## src/rtl/twos_to_signmag_serial.sv

```systemverilog
// Bit-serial two's-complement to sign-magnitude converter.
// A word is accepted over valid/ready and walked LSB first, one bit per clock.
// Negative words use the "copy through the first one, invert above it" rule.
// The most-negative word has no magnitude in WIDTH-1 bits. It is flagged and
// saturated to the all-ones magnitude.
module twos_to_signmag_serial #(
  parameter int WIDTH = 8
) (
  input  logic             clk,
  input  logic             rst,
  input  logic             in_valid,
  output logic             in_ready,
  input  logic [WIDTH-1:0] in_data,
  output logic             out_valid,
  input  logic             out_ready,
  output logic             out_sign,
  output logic [WIDTH-2:0] out_mag,
  output logic             out_ovf
);

  localparam int CW = (WIDTH > 2) ? $clog2(WIDTH) : 1;
  localparam logic [CW-1:0] LAST = CW'(WIDTH - 1);

  typedef enum logic [1:0] {
    IDLE  = 2'd0,
    SHIFT = 2'd1,
    DONE  = 2'd2
  } state_t;

  state_t           state_r;
  state_t           state_s;
  logic [WIDTH-1:0] shreg_r;
  logic [WIDTH-2:0] result_r;    // decoded bits so far, newest at the top
  logic [WIDTH-1:0] result_s;    // result including the bit decoded this cycle
  logic [CW-1:0]    cnt_r;
  logic             sign_r;
  logic             seen_r;
  logic             seen_s;
  logic             bit_s;

  // One decoded output bit. For a negative word the bits above the first one are inverted.
  function automatic logic decode_bit(input logic sign, input logic seen, input logic b);
    if (sign && seen) begin
      return ~b;
    end else begin
      return b;
    end
  endfunction

  // Next-state selection and the per-bit decode datapath.
  always_comb begin
    state_s  = state_r;
    bit_s    = decode_bit(sign_r, seen_r, shreg_r[0]);
    seen_s   = seen_r | (sign_r & shreg_r[0]);
    result_s = {bit_s, result_r};
    case (state_r)
      IDLE: begin
        if (in_valid) begin
          state_s = SHIFT;
        end else begin
          state_s = IDLE;
        end
      end
      SHIFT: begin
        if (cnt_r == LAST) begin
          state_s = DONE;
        end else begin
          state_s = SHIFT;
        end
      end
      DONE: begin
        if (out_ready) begin
          state_s = IDLE;
        end else begin
          state_s = DONE;
        end
      end
      default: begin
        state_s = IDLE;
      end
    endcase
  end

  // State register, datapath registers and registered handshake and result outputs.
  always_ff @(posedge clk) begin
    if (rst) begin
      state_r   <= IDLE;
      shreg_r   <= {WIDTH{1'b0}};
      result_r  <= {(WIDTH-1){1'b0}};
      cnt_r     <= {CW{1'b0}};
      sign_r    <= 1'b0;
      seen_r    <= 1'b0;
      in_ready  <= 1'b1;
      out_valid <= 1'b0;
      out_sign  <= 1'b0;
      out_mag   <= {(WIDTH-1){1'b0}};
      out_ovf   <= 1'b0;
    end else begin
      state_r   <= state_s;
      in_ready  <= (state_s == IDLE);
      out_valid <= (state_s == DONE);
      case (state_r)
        IDLE: begin
          if (in_valid) begin
            shreg_r  <= in_data;
            sign_r   <= in_data[WIDTH-1];
            seen_r   <= 1'b0;
            cnt_r    <= {CW{1'b0}};
            result_r <= {(WIDTH-1){1'b0}};
          end
        end
        SHIFT: begin
          shreg_r  <= shreg_r >> 1;
          seen_r   <= seen_s;
          result_r <= result_s[WIDTH-1:1];
          cnt_r    <= cnt_r + CW'(1);
          if (cnt_r == LAST) begin
            // A set result MSB on a negative word only happens for 100...0.
            out_ovf  <= sign_r & result_s[WIDTH-1];
            out_sign <= sign_r;
            if (sign_r && result_s[WIDTH-1]) begin
              out_mag <= {(WIDTH-1){1'b1}};
            end else begin
              out_mag <= result_s[WIDTH-2:0];
            end
          end
        end
        DONE: begin
          // Results are held until the consumer takes them.
        end
        default: begin
        end
      endcase
    end
  end

endmodule

```

## config.mk

```make
export PLATFORM = sky130hd
export DESIGN_NAME = twos_to_signmag_serial
export DESIGN_NICKNAME = d
export VERILOG_FILES = /design/src/rtl/twos_to_signmag_serial.sv
export SDC_FILE = /design/constraint.sdc
export NUM_CORES = 1
export LEC_CHECK = 0
export CORE_ASPECT_RATIO = 1.1
export CORE_MARGIN = 5
export CORE_UTILIZATION = 46
export DETAILED_ROUTE_END_ITERATION = 8
export GPL_TIMING_DRIVEN = 1
export HOLD_SLACK_MARGIN = 0.06
export PLACE_DENSITY = 0.81
export SYNTH_ARGS = -nofsm -noshare
export SYNTH_HDL_FRONTEND = slang
export SYNTH_SLANG_ARGS = --single-unit
```

## constraint.sdc

```tcl
create_clock -name clk -period 1.55 [get_ports clk]
set_clock_uncertainty 0.2 [all_clocks]
set_input_delay 0.2325 -clock clk [delete_from_list [all_inputs] [get_ports clk]]
set_output_delay 0.2325 -clock clk [all_outputs]
set_load 0.02 [all_outputs]
```

-- After elaboration in Yosys (flattened, before gate mapping)
Index checks and enable logic that the tools add are counted.
- input port bits: 12
- output and inout bits: 11
- bits in registers: 33
- word-level logic and storage cells: 43
- multiplexer cells: 14
- eq/ne operators: 5
- bitwise operators: 4
- add/sub/neg operators: 1
- reduce and logical (&&, ||, !) cells: 8
- operator list (operator ; count):
    8-bit case mux with 2 select lines ; 1
    7-bit 2-to-1 mux ; 2
    7-bit case mux with 2 select lines ; 1
    8-bit 2-to-1 mux ; 1
    2-bit case mux with 3 select lines ; 1
    3-bit case mux with 2 select lines ; 1
    2-bit AND reduction ; 3
    2-bit equality test (second input constant) ; 2
    2-bit logical NOT ; 2
    2-bit 2-to-1 mux ; 2
    3-bit by 1-bit adder with 3-bit output (second input constant) ; 1
    3-bit equality test (second input constant) ; 1
    1-bit 2-to-1 mux ; 3
    3-bit 2-to-1 mux ; 1
    1-bit bitwise AND ; 2
    2-bit by 1-bit equality test with 1-bit output (second input constant) ; 1
    1-bit logical AND ; 2
    2-bit != test (second input constant) ; 1
    1-bit case mux with 2 select lines ; 1
    2-bit nonzero test ; 1
    1-bit inverter ; 1
    1-bit bitwise OR ; 1

-- Depth between registers and ports, before layout
- word-level depth: 4
- mapped depth: 6
- depth with buffers taken out: 5

-- Worst setup path before layout
Ideal clock, no wire load.
- path kind: register to register
- from: register cnt_r[0]
- to: register out_mag[2]
- required time: 1.217 ns
- slack: 0.026 ns
- arrival time: 1.192 ns
- cell stages (with the launch flop): 7
- cells stage by stage: dfxtp_1 -> ha_1 -> ha_1 -> and3b_1 -> buf_4 -> nand3_2 -> a31oi_1
- longest elaborated chain between the ends: 2
- RTL lines (element ; line ; RTL):
    start: declaration ; 35 ; logic [CW-1:0] cnt_r;
    start signal: assignment ; 90 ; cnt_r <= {CW{1'b0}};
    start signal: assignment ; 108 ; cnt_r <= {CW{1'b0}};
    start signal: assignment ; 116 ; cnt_r <= cnt_r + CW'(1);
    3-bit equality test ; 117 ; if (cnt_r == LAST) begin
    2-bit AND reduction (no line) ; - ;
    end signal: assignment ; 96 ; out_mag <= {(WIDTH-1){1'b0}};
    end signal: assignment ; 122 ; out_mag <= {(WIDTH-1){1'b1}};
    end signal: assignment ; 124 ; out_mag <= result_s[WIDTH-2:0];
    end: declaration ; 17 ; output logic [WIDTH-2:0] out_mag,
No other way between the ends.
A chain may end at the register's enable or synchronous reset.

-- Worst setup path after layout
- from: register cnt_r[1]
- to: register out_mag[3]
Same word-level chain as after synthesis.

==> reports/qor.txt <==
=========================================================================================
Standby leakage power                                                            0.669 nW
TritonCTS clock tree                                                                  yes
Combined global-route utilization of all metal layers                               15.7%
Die H                                                                             66.0 um
Cell type with the largest total area after synthesis                        sky130_fd_sc_hd__dfxtp_1
Maximum level of the CTS H-tree                                                         2
IO Pins                                                                                23
Routed Wire Length                                                                2830 um
Fraction of power consumed by the clock network                                     29.9%
Arrival time of data at the critical path endpoint                                1580 ps
Leading register cell type out of synthesis                                  sky130_fd_sc_hd__dfxtp_1
Root Buffer Master                                                           sky130_fd_sc_hd__clkbuf_4
CP endpoint kind                                                                     flop
Worst hold path type                                                         flop to flop
Share of total power in sequential cells                                            59.9%
GPL Wtd Cong                                                                        0.782
Min Hold Slack                                                                     254 ps
Number of enable-type register cells in the synthesized netlist                         0
DR iter-0 viols                                                                        48
Capture point of the worst reg-to-reg path                                     out_mag[3]
Width of the die                                                                  60.9 um
Setup violation total in the final timing report                                        0
Total congestion overflow after global routing                                          0
Post-DRT Antenna Nets                                                                   0
Area added between synthesis and finish                                             29.7%
Power Total                                                                       1.50 mW
Placed cell count                                                                     202
Number of input and output port buffers inserted                                       22
Distinct cells, synth                                                                  27
Required time reported for the critical path endpoint                             1610 ps
Headroom to the max-slew limit                                                      79.9%
Fin crit share                                                                      98.0%
Share of cells above drive strength 1                                               17.5%
Worst setup path endpoint                                                      out_mag[3]
Initial antenna violation count                                                         0
First-pass GRT wire length                                                        4770 um
TritonCTS Buffers                                                                       5
FF-to-FF Start                                                                   cnt_r[1]
Slew of the pin with the lowest slew margin                                        301 ps
Switch share                                                                        24.6%
Per-cell via count in the routed design                                              5.48
Proportion of register bits with asynchronous set or reset after synthesis             0%
Cell row count                                                                         20
Clock sink count                                                                       33
Clock network latency to the later pin of the worst-skew pair                      330 ps
Setup repair after global routing missed its margin                                   yes
Die footprint                                                                    4020 um2
Cell types occupying the most area after synthesis                           sky130_fd_sc_hd__dfxtp_1 (50%), sky130_fd_sc_hd__nand2_1 (9.5%), sky130_fd_sc_hd__nor2_1 (4.9%)
Number of nets in the final layout                                                    190
Maximum number of buffers from clock root to sink                                       2
Reported net switching power                                                     0.370 mW
Startpoint type of the worst setup path                                              flop
Total inserted antenna cells                                                            0
Yosys warns                                                                             0
Maximum clock frequency                                                         0.659 GHz
Number of non-filler instances in the completed layout                                210
Largest net degree at the start of global routing                                      16
Instance count of the mapped netlist                                                  147
Final-report hold violation count                                                       0
Via count of the first global-routing pass                                          1,094
Tmin final                                                                        1520 ps
Post-synthesis net count                                                              161
Clk pin slew, worst setup/hold paths                                                90 ps
Wire length per cell                                                              13.5 um
Final Slew Violations                                                                   0
Share of the synthesized area in the top cell type                                  50.4%
Setup Fix Bufs, Post-CTS                                                                0
Result of the run                                                            finished, final reports clean
Internal                                                                          1.13 mW
Max-cap violation count                                                                 0
Reg2reg path depth                                                                      6
Post-synthesis average cell area                                                 8.91 um2
Fill cell instance count of the final layout                                          241
Top post-synthesis cells by count                                            sky130_fd_sc_hd__dfxtp_1 (33), sky130_fd_sc_hd__nand2_1 (33), sky130_fd_sc_hd__nor2_1 (17)
Number of optimization iterations in the first detailed-route pass                      4
Netlist Area Pre-Place                                                           1310 um2
Origin of the worst setup path                                                   cnt_r[1]
Detailed Place HPWL                                                               1970 um
CP Max Fanout                                                                           5
Power per standard cell area                                                   885 nW/um2
Vias                                                                                1,151
R2R Setup Slk                                                                       30 ps
Part of the Yosys area used for sequential elements                                 50.4%
Initial Util                                                                        47.6%
Number of remaining DRC errors                                                          0
Flops & latches, synth                                                                 33
Combinational power share                                                           10.1%
Start-to-end type of the worst setup path                                    flop to flop
Worst ir drop on vdd                                                             0.576 mV
Core area                                                                        2750 um2
Number of buffers inserted for hold repair after clock tree synthesis                   0
=========================================================================================
power by group through the flow:
stage               Clock, mW  Sequential (mW)  Combinational, mW
floorplan                   0            0.912             0.0970
global placement            0            0.917              0.145
detailed placement          0            0.919              0.148
CTS                     0.460            0.900              0.149
global route            0.513            0.906              0.170
finish                  0.450            0.901              0.152
area by class of cell:
type,count,area [um2],area share [%]
tap,33,41.3,2.43
multi-input combinational,102,641,37.7
timing repair buffer,34,304,17.9
sequential,33,664,39.1
clock buffer,8,48.8,2.87
cell families after synthesis:
kind of cell / after synthesis / synth area share (%)
buffers and inverters: 12 / 5.54
xor gates and xnor gates: 2 / 1.34
and+or+nand+nor: 63 / 22.0
AOI/OAI and AO/OA: 34 / 18.1
DFF: 33 / 50.4
muxes: 1 / 0.764
adders and majority gates: 2 / 1.91
sequential cells by signal, summed over array words and instances, names as in the netlist, 2 cells and up:
signal / flops
state_r: 2
shreg_r: 8
result_r: 7
cnt_r: 3
out_mag: 7
through the flow:
step / utilization (%) / area, um2 / worst slack [ps] / setup TNS, ps
6_report: 61.7 / 1700 / 31.6 / 0
5_1_grt: 61.7 / 1700 / -48.2 / -179
4_1_cts: 59.6 / 1640 / -6.67 / -13.0
3_5_place_dp: 57.7 / 1590 / -110 / -757
3_3_place_gp: 57.7 / 1590 / -45.0 / -290
2_1_floorplan: - / 1310 / 25.7 / 0
how the worst min path moves through the flow:
stage	start	end	cells past startpoint
after floorplan	in_data[1]	shreg_r[1]	2
after global placement	out_ovf	out_ovf	2
after detailed placement	shreg_r[7]	shreg_r[7]	2
after CTS	out_ovf	out_ovf	2
after global routing	in_data[2]	shreg_r[2]	3
final	out_ovf	out_ovf	2
cell usage in the layout (no fill, tap or decap), drive strengths merged:
cell,count
buf,12
nand2b,4
a31oi,7
clkdlybuf4s50,11
o31ai,1
o21bai,1
dfxtp,33
dlygate4sd2,11
nand3,2
nor2b,2
or3b,1
nand2,33
o21ai,2
ha,2
a22oi,8
a211oi,1
mux2i,1
clkbuf,8
and3b,1
a21oi,7
nand3b,3
xor2,2
nor2,17
a311oi,7
metal layers:
metal | routed length [um] | share of wire, % | global-route usage (%)
met3 | 171 | 6.0 | 6.25
met5 | 0 | 0 | 0
met1 | 1250 | 44 | 18.7
met2 | 1380 | 49 | 25.5
met4 | 34 | 1.2 | 4.88
critical path: stages (launching register included):
cell and delay (ps):
sky130_fd_sc_hd__dfxtp_2 360, sky130_fd_sc_hd__ha_4 140, sky130_fd_sc_hd__ha_4 120, sky130_fd_sc_hd__and3b_2 260, sky130_fd_sc_hd__buf_6 140, sky130_fd_sc_hd__nand2_2 50, sky130_fd_sc_hd__a31oi_1 180
what timing repair did:
action / in CTS / in global routing
resized for setup: 16 / 13
setup endpoints to repair: 16 / 13
pin swaps: 0 / 5
Power figures use the tool's default switching activity.
